`src/rtl/clk_set_pkg.sv`:
```
// Shared types and default timing constants for the clock time-set controller.
package clk_set_pkg;

  typedef enum logic [1:0] {
    RUN     = 2'd0,
    SET_HR  = 2'd1,
    SET_MIN = 2'd2,
    SET_SEC = 2'd3
  } state_e;

  localparam int DEF_BLINK_CYC  = 25_000_000;
  localparam int DEF_TIMEOUT_S  = 10;
  localparam int DEF_REPEAT_DLY = 50_000_000;
  localparam int DEF_REPEAT_PER = 10_000_000;

endpackage

```
`src/rtl/inc_repeat_gen.sv`:
```
// INC rising-edge detector; with CLK_SET_AUTOREPEAT_EN defined it also emits
// auto-repeat requests while INC stays held and rep_en is set.
module inc_repeat_gen #(
  parameter int REPEAT_DLY = 50_000_000,
  parameter int REPEAT_PER = 10_000_000
) (
  input  logic clk,
  input  logic rst,
  input  logic inc_pb,
  input  logic rep_en,
  input  logic clr,
  output logic inc_req
);

  logic inc_q;
  logic edge_det;

  assign edge_det = inc_pb & ~inc_q;

  always_ff @(posedge clk or negedge rst) begin
    if (!rst) inc_q <= 1'b0;
    else      inc_q <= inc_pb;
  end

`ifdef CLK_SET_AUTOREPEAT_EN
  localparam int CW = $clog2(REPEAT_DLY + REPEAT_PER + 1);
  localparam logic [CW-1:0] DLY_LAST = CW'(REPEAT_DLY - 1);
  localparam logic [CW-1:0] PER_LAST = CW'(REPEAT_PER - 1);

  // cnt holds the number of cycles INC has been high before the current one
  logic [CW-1:0] cnt;
  logic          rep_ph;
  logic          rep_hit;

  assign rep_hit = rep_en & inc_pb & inc_q &
                   (rep_ph ? (cnt == PER_LAST) : (cnt == DLY_LAST));
  assign inc_req = edge_det | rep_hit;

  always_ff @(posedge clk or negedge rst) begin
    if (!rst) begin
      cnt    <= '0;
      rep_ph <= 1'b0;
    end else if (clr || !inc_pb) begin
      cnt    <= '0;
      rep_ph <= 1'b0;
    end else if (edge_det) begin
      cnt    <= CW'(1);
      rep_ph <= 1'b0;
    end else if (rep_hit) begin
      cnt    <= '0;
      rep_ph <= 1'b1;
    end else begin
      cnt    <= cnt + 1'b1;
    end
  end
`else
  logic unused_rep;
  assign unused_rep = ^{REPEAT_DLY[0], REPEAT_PER[0], rep_en, clr};
  assign inc_req    = edge_det;
`endif

endmodule

```
`src/rtl/clk_set_ctrl.sv`:
```
// Time-set controller: RUN / SET_HR / SET_MIN / SET_SEC sequencing, field
// pulses, blink strobes and idle timeout. Auto-repeat via CLK_SET_AUTOREPEAT_EN.
module clk_set_ctrl
  import clk_set_pkg::*;
#(
  parameter int BLINK_CYC  = DEF_BLINK_CYC,
  parameter int TIMEOUT_S  = DEF_TIMEOUT_S,
  parameter int REPEAT_DLY = DEF_REPEAT_DLY,
  parameter int REPEAT_PER = DEF_REPEAT_PER
) (
  input  logic       clk,
  input  logic       rst,
  input  logic       mode_pb,
  input  logic       inc_pb,
  input  logic       tick_1hz,
  output logic       sec_enb,
  output logic       inc_hr,
  output logic       inc_min,
  output logic       clr_sec,
  output logic       blank_h,
  output logic       blank_m,
  output logic       blank_s,
  output logic [1:0] mode
);

  localparam int BW = $clog2(BLINK_CYC + 1);
  localparam int TW = $clog2(TIMEOUT_S + 2);
  localparam logic [BW-1:0] BL_LAST = BW'(BLINK_CYC - 1);
  localparam logic [TW-1:0] TO_LAST = TW'(TIMEOUT_S > 0 ? TIMEOUT_S - 1 : 0);
  localparam bit            TO_EN   = (TIMEOUT_S > 0);

  state_e        state, state_n;
  logic          mode_q;
  logic          mode_edge;
  logic          inc_req;
  logic          inc_ok;
  logic          in_set;
  logic          to_expire;
  logic          state_chg;
  logic [TW-1:0] to_cnt;
  logic [BW-1:0] bl_cnt;
  logic          blink_ph;

  inc_repeat_gen #(
    .REPEAT_DLY (REPEAT_DLY),
    .REPEAT_PER (REPEAT_PER)
  ) u_inc (
    .clk     (clk),
    .rst     (rst),
    .inc_pb  (inc_pb),
    .rep_en  ((state == SET_HR) || (state == SET_MIN)),
    .clr     (state_chg),
    .inc_req (inc_req)
  );

  assign mode_edge = mode_pb & ~mode_q;
  // MODE takes priority: a coincident INC edge is dropped
  assign inc_ok    = inc_req & ~mode_edge;
  assign in_set    = (state != RUN);
  assign to_expire = TO_EN && in_set && tick_1hz && (to_cnt == TO_LAST);

  always_comb begin
    state_n = state;
    if (mode_edge)                 state_n = state_e'(state + 2'd1);
    else if (to_expire && !inc_req) state_n = RUN;
  end

  assign state_chg = (state_n != state);

  always_ff @(posedge clk or negedge rst) begin
    if (!rst) begin
      state   <= RUN;
      mode_q  <= 1'b0;
      inc_hr  <= 1'b0;
      inc_min <= 1'b0;
      clr_sec <= 1'b0;
    end else begin
      state   <= state_n;
      mode_q  <= mode_pb;
      inc_hr  <= inc_ok & (state == SET_HR);
      inc_min <= inc_ok & (state == SET_MIN);
      clr_sec <= inc_ok & (state == SET_SEC);
    end
  end

  // Any button activity restarts the idle count; only 1 Hz ticks advance it
  always_ff @(posedge clk or negedge rst) begin
    if (!rst)                                           to_cnt <= '0;
    else if (state_chg || !in_set || mode_edge || inc_req) to_cnt <= '0;
    else if (tick_1hz)                                  to_cnt <= to_cnt + 1'b1;
  end

  always_ff @(posedge clk or negedge rst) begin
    if (!rst) begin
      bl_cnt   <= '0;
      blink_ph <= 1'b0;
    end else if (state_chg) begin
      bl_cnt   <= '0;
      blink_ph <= 1'b0;
    end else if (bl_cnt == BL_LAST) begin
      bl_cnt   <= '0;
      blink_ph <= ~blink_ph;
    end else begin
      bl_cnt   <= bl_cnt + 1'b1;
    end
  end

  assign sec_enb = tick_1hz & (state == RUN);
  assign blank_h = blink_ph & (state == SET_HR);
  assign blank_m = blink_ph & (state == SET_MIN);
  assign blank_s = blink_ph & (state == SET_SEC);
  assign mode    = state;

endmodule

```
`config.mk`:
```
export PLATFORM = sky130hd
export DESIGN_NAME = clk_set_ctrl
export DESIGN_NICKNAME = d
export VERILOG_FILES = /design/src/rtl/clk_set_pkg.sv /design/src/rtl/inc_repeat_gen.sv /design/src/rtl/clk_set_ctrl.sv
export SDC_FILE = /design/constraint.sdc
export NUM_CORES = 1
export LEC_CHECK = 0
export CAP_MARGIN = 40
export CORE_MARGIN = 2
export CORE_UTILIZATION = 55
export DETAILED_ROUTE_END_ITERATION = 10
export GPL_TIMING_DRIVEN = 0
export PLACE_DENSITY = 0.73
export REMOVE_ABC_BUFFERS = 1
export SYNTH_ARGS = -nofsm -noshare
export SYNTH_HDL_FRONTEND = slang
export SYNTH_HIERARCHICAL = 1
export SYNTH_SLANG_ARGS = --single-unit
```
`constraint.sdc`:
```
create_clock -name clk -period 2.2 [get_ports clk]
set_clock_uncertainty 0.2 [all_clocks]
set_input_delay 0.22 -clock clk [delete_from_list [all_inputs] [get_ports clk]]
set_output_delay 0.22 -clock clk [all_outputs]
set_load 0.02 [all_outputs]
```
Word-level counts from Yosys, hierarchy flattened
Cells that the tools add are included.

Register bits: 37. Bits in latches: 0. Bits in writable memories: 0. Bits in read-only memories: 0. Input bits: 5. Output and inout port bits: 9. Memories kept: 0.

Add/subtract/negate cells: 3. Multipliers: 0. Div/mod/pow operators: 0. $lt $le $gt $ge: 0. Eq/ne operators: 6. Shift-type cells: 0. Multiplexer cells: 8. Bitwise gates (word level): 14. Reductions and logical operators: 12.

Operators with widths (number): 2-to-1 mux 25 bit (2); adder 25 x 1 -> 25 bit, second input constant (1); equality test 25 bit, second input constant (1); AND 1 bit (10); 2-to-1 mux 4 bit (2); nonzero test 2 bit (3); adder 4 x 1 -> 4 bit, second input constant (1); equality test 2 bit, second input constant (2); equality test 4 bit, second input constant (1); 2-to-1 mux 2 bit (2); NOT 1 bit (4); logical AND 1 bit (3); logical OR 1 bit (3); adder 2 x 1 -> 2 bit, second input constant (1); equality test 2 x 1 -> 1 bit, second input constant (1); logical NOT 1 bit (2); logical NOT 2 bit (1); 2-to-1 mux 1 bit (2); != test 2 bit (1).

Longest topological paths before layout
Gate-level depths: netlist of the first run.

Word-level depth: 11. Gate-level depth with buffers: 7. Depth with buffers taken out: 6.

Hierarchy
Netlist of the first run, hierarchy kept.

By module, submodules not included: clk_set_ctrl (instances 1, cells each 186, area an instance 1866.8 um2, seq. area each 900.9 um2); inc_repeat_gen (instances 1, cells each 2, area an instance 38.8 um2, seq. area each 25.0 um2).

Worst setup path before layout of the first run
No wires, ideal clock.

Path type: register -> register. Start point: reg state[0] (netlist: mode[0]). End point: reg bl_cnt[22]. Library setup time: 130 ps. Data arrival time: 1660 ps. Required time: 1870 ps. Slack: 210 ps. Cell stages (with the launch flop): 7. Clock period less this slack: 1990 ps. Cells stage by stage: dfrtp_1 > inv_1 > ha_1 > o41ai_2 > o21bai_2 > buf_6 > a21oi_1.

Word-level cells in the longest chain between the ends: 8.

Ends and longest elaborated chain: from (decl) (line clk_set_ctrl.sv:32) `state_e state, state_n;`; from (signal assigned) (line clk_set_ctrl.sv:78) `state <= state_n;`; nonzero test 2 bit (line clk_set_ctrl.sv:59) `assign in_set = (state != RUN);`; logical AND 1 bit (2 in a row) (line clk_set_ctrl.sv:60) `assign to_expire = TO_EN && in_set && tick_1hz && (to_cnt == TO_LAST);`; logical AND 1 bit (line clk_set_ctrl.sv:65) `else if (to_expire && !inc_req) state_n = RUN;`; 2-to-1 mux 2 bit (line clk_set_ctrl.sv:65); 2-to-1 mux 2 bit (line clk_set_ctrl.sv:64) `if (mode_edge) state_n = state_e'(state + 2'd1);`; != test 2 bit (*) (line clk_set_ctrl.sv:68) `assign state_chg = (state_n != state);`; net state_chg (line clk_set_ctrl.sv:39) `logic state_chg;`; 2-to-1 mux 25 bit (*) (line clk_set_ctrl.sv:97) `end else if (state_chg) begin`; to (signal assigned) (line clk_set_ctrl.sv:104) `bl_cnt <= bl_cnt + 1'b1;`; to (decl) (line clk_set_ctrl.sv:41) `logic [BW-1:0] bl_cnt;`.

The timed path passes the listed nets; every way through them passes the cells marked *. A chain may end at the register's enable or synchronous reset.

Worst setup path in the final report of the first run
Start point: reg state[1] (netlist: mode[1]). End point: out blank_s.

Word-level cells in the longest chain between the ends: 2.

Ends and longest elaborated chain: equality test 2 bit (line clk_set_ctrl.sv:111) `assign blank_s = blink_ph & (state == SET_SEC);`; AND 1 bit (line clk_set_ctrl.sv:111); to (decl) (line clk_set_ctrl.sv:22) `output logic blank_s,`.

No other way between the ends.

==> results of run 1 <==
layer usage:
metal	part of all wire (%)	track usage (%)
met1	44	25.53
met2	50	33.11
met3	3.9	5.225
met4	2.1	8.889
met5	0	0
sequential cells by signal, indices dropped and copies added, names as in the netlist:
register,cells
bl_cnt,25
inc_hr,1
u_inc/inc_q,1
mode,2
blink_ph,1
clr_sec,1
inc_min,1
mode_q,1
to_cnt,4
cell usage after synthesis (all sizes together) (3+ instances only):
library cell   n
xor2          12
ha             7
a21oi         13
nand2         10
and4           5
nand3          8
or3           11
and2           6
o31ai          3
and3           6
o21ai         12
nand4         10
dfrtp         37
or4            3
nor2          18
buf            7
inv            6
power by group through the flow:
| stage | combinational [µW] | sequential [µW] | clock [µW] |
|---|---|---|---|
| after floorplan | 142 | 808 | 0 |
| after global placement | 243 | 796 | 0 |
| after detailed placement | 253 | 801 | 0 |
| after CTS | 251 | 791 | 372 |
| after global routing | 287 | 804 | 410 |
| final | 250 | 793 | 360 |
cells by family after synthesis:
logic type,count (synthesis)
DFF,37
buffers and inverters,14
adders and majority gates,7
xor gates and xnor gates,14
and+or+nand+nor,83
AOI/OAI and AO/OA,33
layout make-up:
class / instances / area [µm²] / share of cell area (%)
clock buffer: 7 / 55.05 / 2.585
inverter: 6 / 22.52 / 1.058
multi-input combinational: 137 / 917.1 / 43.07
sequential: 37 / 927.1 / 43.54
tap: 46 / 57.56 / 2.703
timing repair buffer: 15 / 150.1 / 7.051
metrics by stage:
stage          total power (µW)  setup TNS [ps]
6_report                   1403               0
5_1_grt                    1500               0
4_1_cts                    1414               0
3_5_place_dp               1054           -1883
3_3_place_gp               1039           -5780
2_1_floorplan             950.2               0
timing repair:
item                                   4_1_cts  5_1_grt
setup endpoints to repair                    4       20
hold buffers                                 1        0
gates resized for setup                      3        6
endpoints found under the hold margin       37        0
pin swaps                                    0        0
worst paths after layout:
path | slack, ps | endpoint | startpoint
worst max-delay path | 110 | blank_s | mode[1]
worst min-delay path | 150 | mode_q | mode_pb
worst max register to register | 140 | bl_cnt[15] | mode[1]
worst min register to register | 280 | bl_cnt[0] | bl_cnt[0]
max in group asynchronous | 960 | mode[0] | rst
min in group asynchronous | 290 | clr_sec | rst
==> results.yml, run 1 <==
power:
  pwr-share-clk_pct: 25.7
  powerDensity_nw_per_um2: 658.6
  p_seq_share_pct: 56.5
  ir_worst_vdd_uv: 423.5
  p_sw_share_pct: 29.37
  p_leak_uw: 0.0009529
  p_int_uw: 990.6
  net-switching-power_uw: 411.9
  power_frac_comb_pct: 17.8
cts:
  cts_buffers: 5
  root_buffer: "clkbuf_4"
  post_cts_buffers: 0
  clk_latency_ps: 340
  cts_tree: "done"
  htreeDepth: 2
  clockBufferDepth: 2
  clk_pin_slew_ps: 100
  cts_sinks: 37
sta:
  setup_viol: 0
  whs_ps: 151.2
  timing.final.ws_setup_ps: 107.3
  max-slew-margin-rel_pct: 47.29
  final_hold_viol_count: 0
  fin_crit_sh_pct: 95.12
  worst_pin_slew_ps: 790.7
  rsz0062_at_grt: "no"
  max_freq_mhz: 477.8
  min_period_ps: 2093
  drv_slew: 0
job:
  maxCapViolCount: 0
floorplanning:
  rows: 21
  die_area_um2: 3951
  die_h_um: 62.86
  core_area_um2: 3337
  ios: 14
  die_w_um: 62.86
  start_util_pct: 57.11
grt:
  grt_start_max_net_pins: 38
  grt_pass1_wl_mm: 6.320
  antenna_found_initial: 0
  first_global_vias: 1366
  grtUsageTotal_pct: 20.35
  overflow: 0
placement:
  preCtsSetupSlack_ps: -114.3
  postPlaceCellArea_um2: 2043
  gp_congestion: 0.8125
  dpl.cell_count: 240
  port_buffers: 13
  dp_hpwl_mm: 2.415
logic_synthesis:
  syn_inst: 188
  postSynthAreaPerCell_um2: 10.14
  synth_edf_count: 0
  synth-seq-cells: 37
  synth_area_leaders: "dfrtp_1 (49%), xor2_1 (5.5%), ha_1 (4.6%)"
  ys_warn_count: 6
  syn_area_um2: 1906
  ys_types: 31
  yosysSeqAreaShare_pct: 48.59
  synth-compound-area-share_pct: 10.51
  async_reset_ff_share_pct: 100.0
  yosys.area_share.simple_pct: 25.54
  synth_fa_ha_area_share_pct: 4.596
  synth-xor-area-share_pct: 6.435
  synth_top_area_share_pct: 48.59
  yosysTopAreaCell: "dfrtp_1"
  synth_top_family_by_area: "simple AND/OR/NAND/NOR gates"
  synthFlopType: "dfrtp_1"
  synth_mux_area_share_pct: 0
finish:
  post-route-util_pct: 63.82
  final_cell_area_um2: 2130
  nets: 214
  layoutNonFillerInstCount: 248
  final_common_cell: "dfrtp_1"
  fillerInstances: 285
  layout_common_cells: "dfrtp_1 (36), nor2_1 (18), a21oi_1 (13)"
  drive_gt1_share_pct: 7.921
  syn_to_final_growth_pct: 11.75
  antenna_cells: 0
setup_path:
  r2r_cells: 6
  path_cells: "ha_1, and2_1, clkdlybuf4s50_1"
  cp_slowest_cell: "clkdlybuf4s50_1"
  start_kind: "flop"
  crit_required_ps: 1780
  arrival_ps: 1670
  crit_path_end_kind: "output port"
  path_depth: 3
  max_stage_delay_ps: 590
  path_max_fanout: 6
  crit_type: "reg2out"
  path_buf_inv: 1
  cp_top_family: "buffers and inverters"
route:
  ant_nets: 0
  dr.pass1.iters: 4
  drt-initial-drc-count: 87
  post_drt_wl_per_cell_um: 14.02
  drc: 0
  drt-vias-per-instance: 5.935
  wirelength_mm: 3.478
  num_vias: 1472
min_path:
  hp-class: "in2reg"
  hold_depth: 1
run_status:
  outcome: "finished clean"
Power figures use the tool's default switching activity.
==> inputs of run 2 (changes only) <==
==> constraint.sdc (replaced) <==
create_clock -name clk -period 2 [get_ports clk]
set_clock_uncertainty 0.2 [all_clocks]
set_input_delay 0.2 -clock clk [delete_from_list [all_inputs] [get_ports clk]]
set_output_delay 0.2 -clock clk [all_outputs]
set_load 0.02 [all_outputs]
==> results.yml, run 2 (synthesized netlist as in run 1, its figures left out) <==
finish:
  final_cell_area_um2: 2180
  antenna_cells: 0
  nets: 216
  layout_common_cells: "dfrtp_1 (33), nor2_1 (18), a21oi_1 (13)"
  post-route-util_pct: 65.32
  largest_register: "bl_cnt"
  largest_reg_flops: 25
  drive_gt1_share_pct: 11.76
  final_common_cell: "dfrtp_1"
  layoutNonFillerInstCount: 250
  syn_to_final_growth_pct: 14.38
job:
  maxCapViolCount: 0
power:
  power_frac_comb_pct: 18.8
  p_sw_share_pct: 29.81
  finalPower_uw: 1573
  p_seq_share_pct: 55.9
  p_leak_uw: 0.0009523
  p_int_uw: 1104
  net-switching-power_uw: 468.9
  powerDensity_nw_per_um2: 721.6
  ir_worst_vdd_uv: 465.2
  pwr-share-clk_pct: 25.3
setup_path:
  crit_required_ps: 1600
  crit_type: "reg2out"
  crit_path_end_kind: "output port"
  path_max_fanout: 6
  arrival_ps: 1510
  r2r_cells: 6
  start_kind: "flop"
route:
  ant_nets: 0
  dr.pass1.iters: 4
  wirelength_mm: 3.506
  num_vias: 1468
  drt-initial-drc-count: 92
  drt-vias-per-instance: 5.872
  post_drt_wl_per_cell_um: 14.02
  drc: 0
sta:
  final_hold_viol_count: 0
  min_period_ps: 1906
  rsz0062_at_grt: "no"
  max-slew-margin-rel_pct: 46.90
  fin_tns_setup_ps: 0
  worst_pin_slew_ps: 796.5
  fin_crit_sh_pct: 95.28
  drv_slew: 0
  setup_viol: 0
  max_freq_mhz: 524.8
grt:
  grt_pass1_wl_mm: 6.334
  grt_start_max_net_pins: 38
  grtUsageTotal_pct: 20.39
  first_global_vias: 1362
  antenna_found_initial: 0
  overflow: 0
floorplanning:
  start_util_pct: 57.11
  die_w_um: 62.86
  ios: 14
  rows: 21
  core_area_um2: 3337
  die_area_um2: 3951
  die_h_um: 62.86
cts:
  cts_buffers: 5
  cts_tree: "done"
  cts_sinks: 37
  clk_pin_slew_ps: 100
  root_buffer: "clkbuf_4"
  htreeDepth: 2
  clockBufferDepth: 2
  clk_latency_ps: 340
placement:
  postPlaceCellArea_um2: 2043
  dp_hpwl_mm: 2.415
  dpl.cell_count: 240
  gp_congestion: 0.8125
  port_buffers: 13
min_path:
  hold_depth: 1
  hp-class: "in2reg"
run_status:
  outcome: "finished clean"
[run 2: repair_timing]
item / 4_1_cts / 5_1_grt
buffers inserted: 1 / 1
gates resized for setup: 13 / 7
pin swaps: 0 / 3
endpoints found under the setup margin: 22 / 27
hold buffers: 1 / 0
hold endpoints to repair: 37 / 0
[run 2: metrics by stage]
stage	hold WS [ps]	setup slack [ps]
5_1_grt	109.8	3.064
3_3_place_gp	255.1	-365.9
2_1_floorplan	-295.6	-30.70
3_5_place_dp	133.8	-294.3
4_1_cts	121.6	3.352
6_report	129.3	94.42
[run 2: critical path, cell delays in order, from the launching register on]
cell and delay [ps]:
dfrtp_1 450, inv_1 90, ha_1 190, and2_1 130, dlygate4sd2_1 310
[run 2: area by class of cell]
class / count / area [µm²]
clock buffer: 7 / 55.05
multi-input combinational: 137 / 944.7
inverter: 6 / 22.52
timing repair buffer: 17 / 168.9
sequential: 37 / 930.9
fill: 282 / 1157
tap: 46 / 57.56
[run 2: worst paths after layout]
path	startpoint	slack, ps	to
min in group asynchronous	rst	280	clr_sec
worst min register to register	bl_cnt[0]	320	bl_cnt[0]
worst min-delay path	mode_pb	130	mode_q
max in group asynchronous	rst	760	bl_cnt[7]
worst max-delay path	mode[1]	90	blank_h
worst max register to register	mode[1]	100	bl_cnt[22]
[run 2: routing by layer]
metal	track usage (%)	vias to the layer above	wire length, µm
met2	33.38	31	1802
met3	5.225	7	133
met5	0	-	0
met1	25.41	724	1519
met4	8.889	0	51
li1	-	706	-
[run 2: power groups by stage]
stage	Sequential (µW)	Combinational, µW	Clock, µW
3_5_place_dp	881	278	0
6_report	879	296	398
2_1_floorplan	889	156	0
5_1_grt	891	337	450
3_3_place_gp	875	268	0
4_1_cts	872	292	409
